--- src/rtl/fetch_pkg.sv ---
`default_nettype none
//------------------------------------------------------------------------------
// Module : fetch_pkg
// Brief  : Shared types and constants for the instruction fetch sequencer.
// Rev    : 1.0
//------------------------------------------------------------------------------
package fetch_pkg;

   localparam int XLEN       = 32;
   localparam int INST_BYTES = 4;

   typedef enum logic [2:0] {
      ST_RST   = 3'd0,
      ST_REQ   = 3'd1,
      ST_WAIT  = 3'd2,
      ST_HOLD  = 3'd3,
      ST_DRAIN = 3'd4
   } fetch_state_t;

   // Instructions are word aligned; the low two target bits are discarded.
   function automatic logic [XLEN-1:0] align_pc(input logic [XLEN-1:0] addr);
      return {addr[XLEN-1:2], 2'b00};
   endfunction

endpackage
`default_nettype wire

--- src/rtl/fetch_sequencer_next_pc_sel.sv ---
`default_nettype none
//------------------------------------------------------------------------------
// Module : next_pc_sel
// Brief  : Priority select of the next PC: trap, redirect, sequential, hold.
// Rev    : 1.0
//------------------------------------------------------------------------------
module next_pc_sel
   import fetch_pkg::*;
(
   input  logic [XLEN-1:0] i_pc,
   input  logic            i_advance,
   input  logic            i_redirect_valid,
   input  logic [XLEN-1:0] i_redirect_target,
   input  logic            i_trap_valid,
   input  logic [XLEN-1:0] i_trap_target,
   output logic            o_redirect,
   output logic [XLEN-1:0] o_next_pc
);

   logic [XLEN-1:0] w_seq_pc;

   // Natural 32-bit wrap from the top word back to address zero.
   assign w_seq_pc   = i_pc + XLEN'(INST_BYTES);
   assign o_redirect = i_trap_valid | i_redirect_valid;

   always_comb begin
      o_next_pc = i_pc;
      if (i_trap_valid) begin
         o_next_pc = align_pc(i_trap_target);
      end else if (i_redirect_valid) begin
         o_next_pc = align_pc(i_redirect_target);
      end else if (i_advance) begin
         o_next_pc = w_seq_pc;
      end
   end

endmodule
`default_nettype wire

--- src/rtl/fetch_sequencer.sv ---
`default_nettype none
//------------------------------------------------------------------------------
// Module : fetch_sequencer
// Brief  : Owns the PC, issues one instruction fetch at a time, hands the
//          returned word to decode, and squashes stale fetches on redirect.
// Rev    : 1.0
//------------------------------------------------------------------------------
module fetch_sequencer
   import fetch_pkg::*;
#(
   parameter logic [XLEN-1:0] RESET_VECTOR = 32'h0000_0000
)
(
   input  logic            clk,
   input  logic            reset,
   output logic            imem_req_valid,
   input  logic            imem_req_ready,
   output logic [XLEN-1:0] imem_req_addr,
   input  logic            imem_rsp_valid,
   input  logic [XLEN-1:0] imem_rsp_data,
   output logic            inst_valid,
   input  logic            inst_ready,
   output logic [XLEN-1:0] inst_data,
   output logic [XLEN-1:0] inst_pc,
   input  logic            redirect_valid,
   input  logic [XLEN-1:0] redirect_target,
   input  logic            trap_valid,
   input  logic [XLEN-1:0] trap_target,
   output logic [XLEN-1:0] pc_out
);

   fetch_state_t    r_state;
   fetch_state_t    w_state_next;
   logic [XLEN-1:0] r_pc;
   logic [XLEN-1:0] r_inst_data;
   logic [XLEN-1:0] r_inst_pc;
   logic            r_req_valid;
   logic            r_inst_valid;

   logic            w_redirect;
   logic            w_advance;
   logic            w_capture;
   logic [XLEN-1:0] w_next_pc;

   assign w_advance = (r_state == ST_HOLD) && inst_ready;
   assign w_capture = (r_state == ST_WAIT) && imem_rsp_valid && !w_redirect;

   next_pc_sel u_next_pc_sel (
      .i_pc              (r_pc),
      .i_advance         (w_advance),
      .i_redirect_valid  (redirect_valid),
      .i_redirect_target (redirect_target),
      .i_trap_valid      (trap_valid),
      .i_trap_target     (trap_target),
      .o_redirect        (w_redirect),
      .o_next_pc         (w_next_pc)
   );

   // A response seen in REQ or HOLD cannot belong to us and is ignored.
   always_comb begin
      w_state_next = r_state;
      case (r_state)
         ST_RST: begin
            w_state_next = ST_REQ;
         end
         ST_REQ: begin
            if (imem_req_ready) begin
               w_state_next = w_redirect ? ST_DRAIN : ST_WAIT;
            end
         end
         ST_WAIT: begin
            if (imem_rsp_valid) begin
               w_state_next = w_redirect ? ST_REQ : ST_HOLD;
            end else if (w_redirect) begin
               w_state_next = ST_DRAIN;
            end
         end
         ST_HOLD: begin
            if (w_redirect || inst_ready) begin
               w_state_next = ST_REQ;
            end
         end
         ST_DRAIN: begin
            if (imem_rsp_valid) begin
               w_state_next = ST_REQ;
            end
         end
         default: begin
            w_state_next = ST_RST;
         end
      endcase
   end

   // Handshake flags are registered alongside the state so no input reaches
   // an output combinationally.
   always_ff @(posedge clk or posedge reset) begin
      if (reset) begin
         r_state      <= ST_RST;
         r_pc         <= RESET_VECTOR;
         r_inst_data  <= '0;
         r_inst_pc    <= RESET_VECTOR;
         r_req_valid  <= 1'b0;
         r_inst_valid <= 1'b0;
      end else begin
         r_state      <= w_state_next;
         r_req_valid  <= (w_state_next == ST_REQ);
         r_inst_valid <= (w_state_next == ST_HOLD);
         if (r_state != ST_RST) begin
            r_pc <= w_next_pc;
         end
         if (w_capture) begin
            r_inst_data <= imem_rsp_data;
            r_inst_pc   <= r_pc;
         end
      end
   end

   assign imem_req_valid = r_req_valid;
   assign imem_req_addr  = r_pc;
   assign pc_out         = r_pc;
   assign inst_valid     = r_inst_valid;
   assign inst_data      = r_inst_data;
   assign inst_pc        = r_inst_pc;

endmodule
`default_nettype wire

--- config.mk ---
export PLATFORM = sky130hd
export DESIGN_NAME = fetch_sequencer
export DESIGN_NICKNAME = d
export VERILOG_FILES = /design/src/rtl/fetch_pkg.sv /design/src/rtl/fetch_sequencer_next_pc_sel.sv /design/src/rtl/fetch_sequencer.sv
export SDC_FILE = /design/constraint.sdc
export NUM_CORES = 1
export LEC_CHECK = 0
export CAP_MARGIN = 20
export CORE_UTILIZATION = 42
export CTS_CLUSTER_DIAMETER = 100
export DETAILED_ROUTE_END_ITERATION = 7
export GPL_TIMING_DRIVEN = 0
export PLACE_DENSITY = 0.92
export SYNTH_ARGS = -nofsm -noshare
export SYNTH_HDL_FRONTEND = slang
export SYNTH_SLANG_ARGS = --single-unit
--- constraint.sdc ---
create_clock -name clk -period 4.2 [get_ports clk]
set_input_delay 0.84 -clock clk [delete_from_list [all_inputs] [get_ports clk]]
set_output_delay 0.84 -clock clk [all_outputs]
set_load 0.005 [all_outputs]
==> out/qor.yml <==
status:
  status: "finished with violations"
  violations: "design-rule violations"
timing:
  final.setup.worst_slack_ps: 747
  rsz0062_at_grt: "false"
  max_slew.worst_pin.slew_ps: 1180
  fin_crit_ps: 3450
  skew_ps: 6.97
  slew_headroom_pct: 20.8
  setup_viol: 0
  drv_slew: 0
  timing.hold.ws_ps: 510
  final.setup.tns_ps: 0
  final_hold_viol_count: 0
  finalCritPeriodShare_pct: 82.2
  timing.fmax_mhz: 290
cells_and_area:
  final_cells: 865
  final_nets: 821
  mostFrequentLayoutCells: "clkdlybuf4s50_1, dfrtp_1, mux2_2, buf_4, nand2_1"
  fin_area_um2: 7840
  layout_commonest_cell: "clkdlybuf4s50_1"
  utilization_pct: 67.8
  synthToLayoutAreaGrowth_pct: 55.0
  drive_gt1_share_pct: 18.6
  diodes: 0
place:
  place.detailed.hpwl_um: 12400
  dp.cells: 849
  gp_congestion: 0.873
  placed_area_um2: 7510
  place_ws_ps: 489
  portBuffers: 222
floorplan:
  die_x_um: 112
  rows: 39
  die-area_um2: 12500
  die_y_um: 112
  start_util_pct: 43.7
  fp.coreArea_um2: 11600
  ios: 233
clock_tree:
  cts_root_buf: "clkbuf_16"
  hold_buffers: 0
  cts_sinks: 97
  cts_setup_buffers: 0
  cts_buffers: 9
  insertion_delay_ps: 340
  cts_tree: "yes"
  htree_levels: 3
  clk_pin_slew_worst_paths_ps: 60
  clockBufferDepth: 2
  postCtsResizedCells: 0
grt:
  grt_pass1_wl_um: 26300
  grt_usage_pct: 27.0
  grt_max_degree: 54
  grt_antenna_before_repair: 0
  overflow: 0
  grt_pass1_vias: 4987
synthesis:
  ys_top_cells_by_area: "dfrtp_1, mux2_2, buf_4"
  synth-async-reset-ratio_pct: 100
  avgSynthCellArea_um2: 10.6
  ys.flop_type: "dfrtp_1"
  seq_area_frac_synth_pct: 48.0
  synth-seq-cells: 97
  yosysTopAreaCell: "dfrtp_1"
  synth_area_um2: 5060
  yosys_warnings: 0
  synth-edff-count: 0
  synth_cells: 478
  synth_cell_types: 59
  yosys.area.top_type_share_pct: 48.0
critical_path:
  criticalPathCategory: "in2reg"
  endpoint_kind: "flop"
  worstPathRequired_ps: 4440
  critPathLaunchType: "input port"
  critPathMaxFanout: 10
  cp.arrival_ps: 3700
routing:
  wl_um: 16600
  drcViolationCount: 13
  ant_nets: 0
  drt-pass1-iter-count: 7
  drtIter0Drc: 387
  via_per_inst: 5.60
  num_vias: 4846
  wl_per_cell_um: 19.2
power:
  p_leak_nw: 3.38
  ir_drop_uv: 297
  design_power_total_mw: 4.52
  power_density_nw_per_um2: 577
worst_hold_path:
  hold_class: "reg2reg"
run:
  cap_viol_max_count: 0
final cells by class:
type / count / area, um2
Inverter: 11 / 43.8
Clock inverter: 5 / 77.6
Timing Repair Buffer: 223 / 2250
Fill cell: 879 / 3730
Buffer: 67 / 402
Tap cell: 143 / 179
Multi-Input combinational cell: 308 / 2200
Clock buffer: 11 / 253
Sequential cell: 97 / 2430
per-layer routing:
metal / up-vias / track usage, % / routed length (um)
met5: - / 0 / 0
met2: 293 / 46.1 / 8320
li1: 2164 / - / -
met3: 46 / 5.39 / 1430
met4: 0 / 12.3 / 522
met1: 2343 / 32.9 / 6300
synth_stat cells, types with 2 or more instances:
cell type,n
dfrtp_1,97
mux2_2,63
buf_4,37
nand2_1,34
a21oi_1,26
o21ai_0,21
nor2_1,20
clkbuf_1,18
nand3_1,15
inv_1,10
buf_2,9
nor3_1,8
xnor2_1,8
a31oi_1,7
and3_1,7
nand4_1,7
o211ai_1,7
o22ai_1,7
mux2i_1,6
and2_1,5
a22o_1,4
or3_1,4
a41oi_1,3
buf_1,3
o21a_1,3
o221ai_1,3
o22a_1,3
xor2_1,3
a211oi_1,2
a221o_1,2
a222oi_1,2
a22oi_1,2
a2bb2oi_1,2
a311oi_1,2
nand2b_1,2
nor4_1,2
or4_1,2
sequential cells by signal, indices dropped and copies added (netlist names):
register,flops
imem_req_valid,1
r_state,3
inst_data,32
inst_pc,30
imem_req_addr,30
inst_valid,1
report_power, final:
group / total [mW] / switching (mW) / internal (mW)
clock network: 0.907 / 0.355 / 0.552
registers: 1.60 / 0.382 / 1.22
logic: 2.01 / 0.728 / 1.28
total: 4.52 / 1.46 / 3.06
critical path: stages:
cell and delay [ps]:
clkdlybuf4s50_1 550, or2_2 140, clkbuf_1 400, o21ai_0 250, nand2_1 200, clkbuf_1 420, clkbuf_1 550, nand3_1 180
o211ai_1 160
path summary, 6_finish.rpt:
path | slack, ps | end | cells after the start | start
worst max-delay path | 750 | imem_req_addr[20] | 9 | redirect_valid
worst min-delay path | 510 | inst_data[13] | 1 | inst_data[13]
max in group asynchronous | 2590 | imem_req_addr[29] | 3 | reset
worst max register to register | 1470 | imem_req_addr[31] | 5 | imem_req_addr[5]
min in group asynchronous | 920 | inst_data[17] | 2 | reset
worst min register to register | 510 | inst_data[13] | 1 | inst_data[13]
logic make-up (layout without fill, tap and decap cells):
family                   count (synthesis)  after routing  synth area share (%)
AND/OR/NAND/NOR                        113            113                  11.3
adder cells (fa/ha/maj)                  1              1                 0.247
XOR/XNOR                                11             11                  1.91
other                                    1              6                0.0742
multiplexers                            69             69                  15.2
flip-flops                              97             97                  48.0
AO/OA/AOI/OAI                          108            108                  14.5
buffers and inverters                   78            317                  8.76
Note: power is estimated with default switching activity, not from simulation.
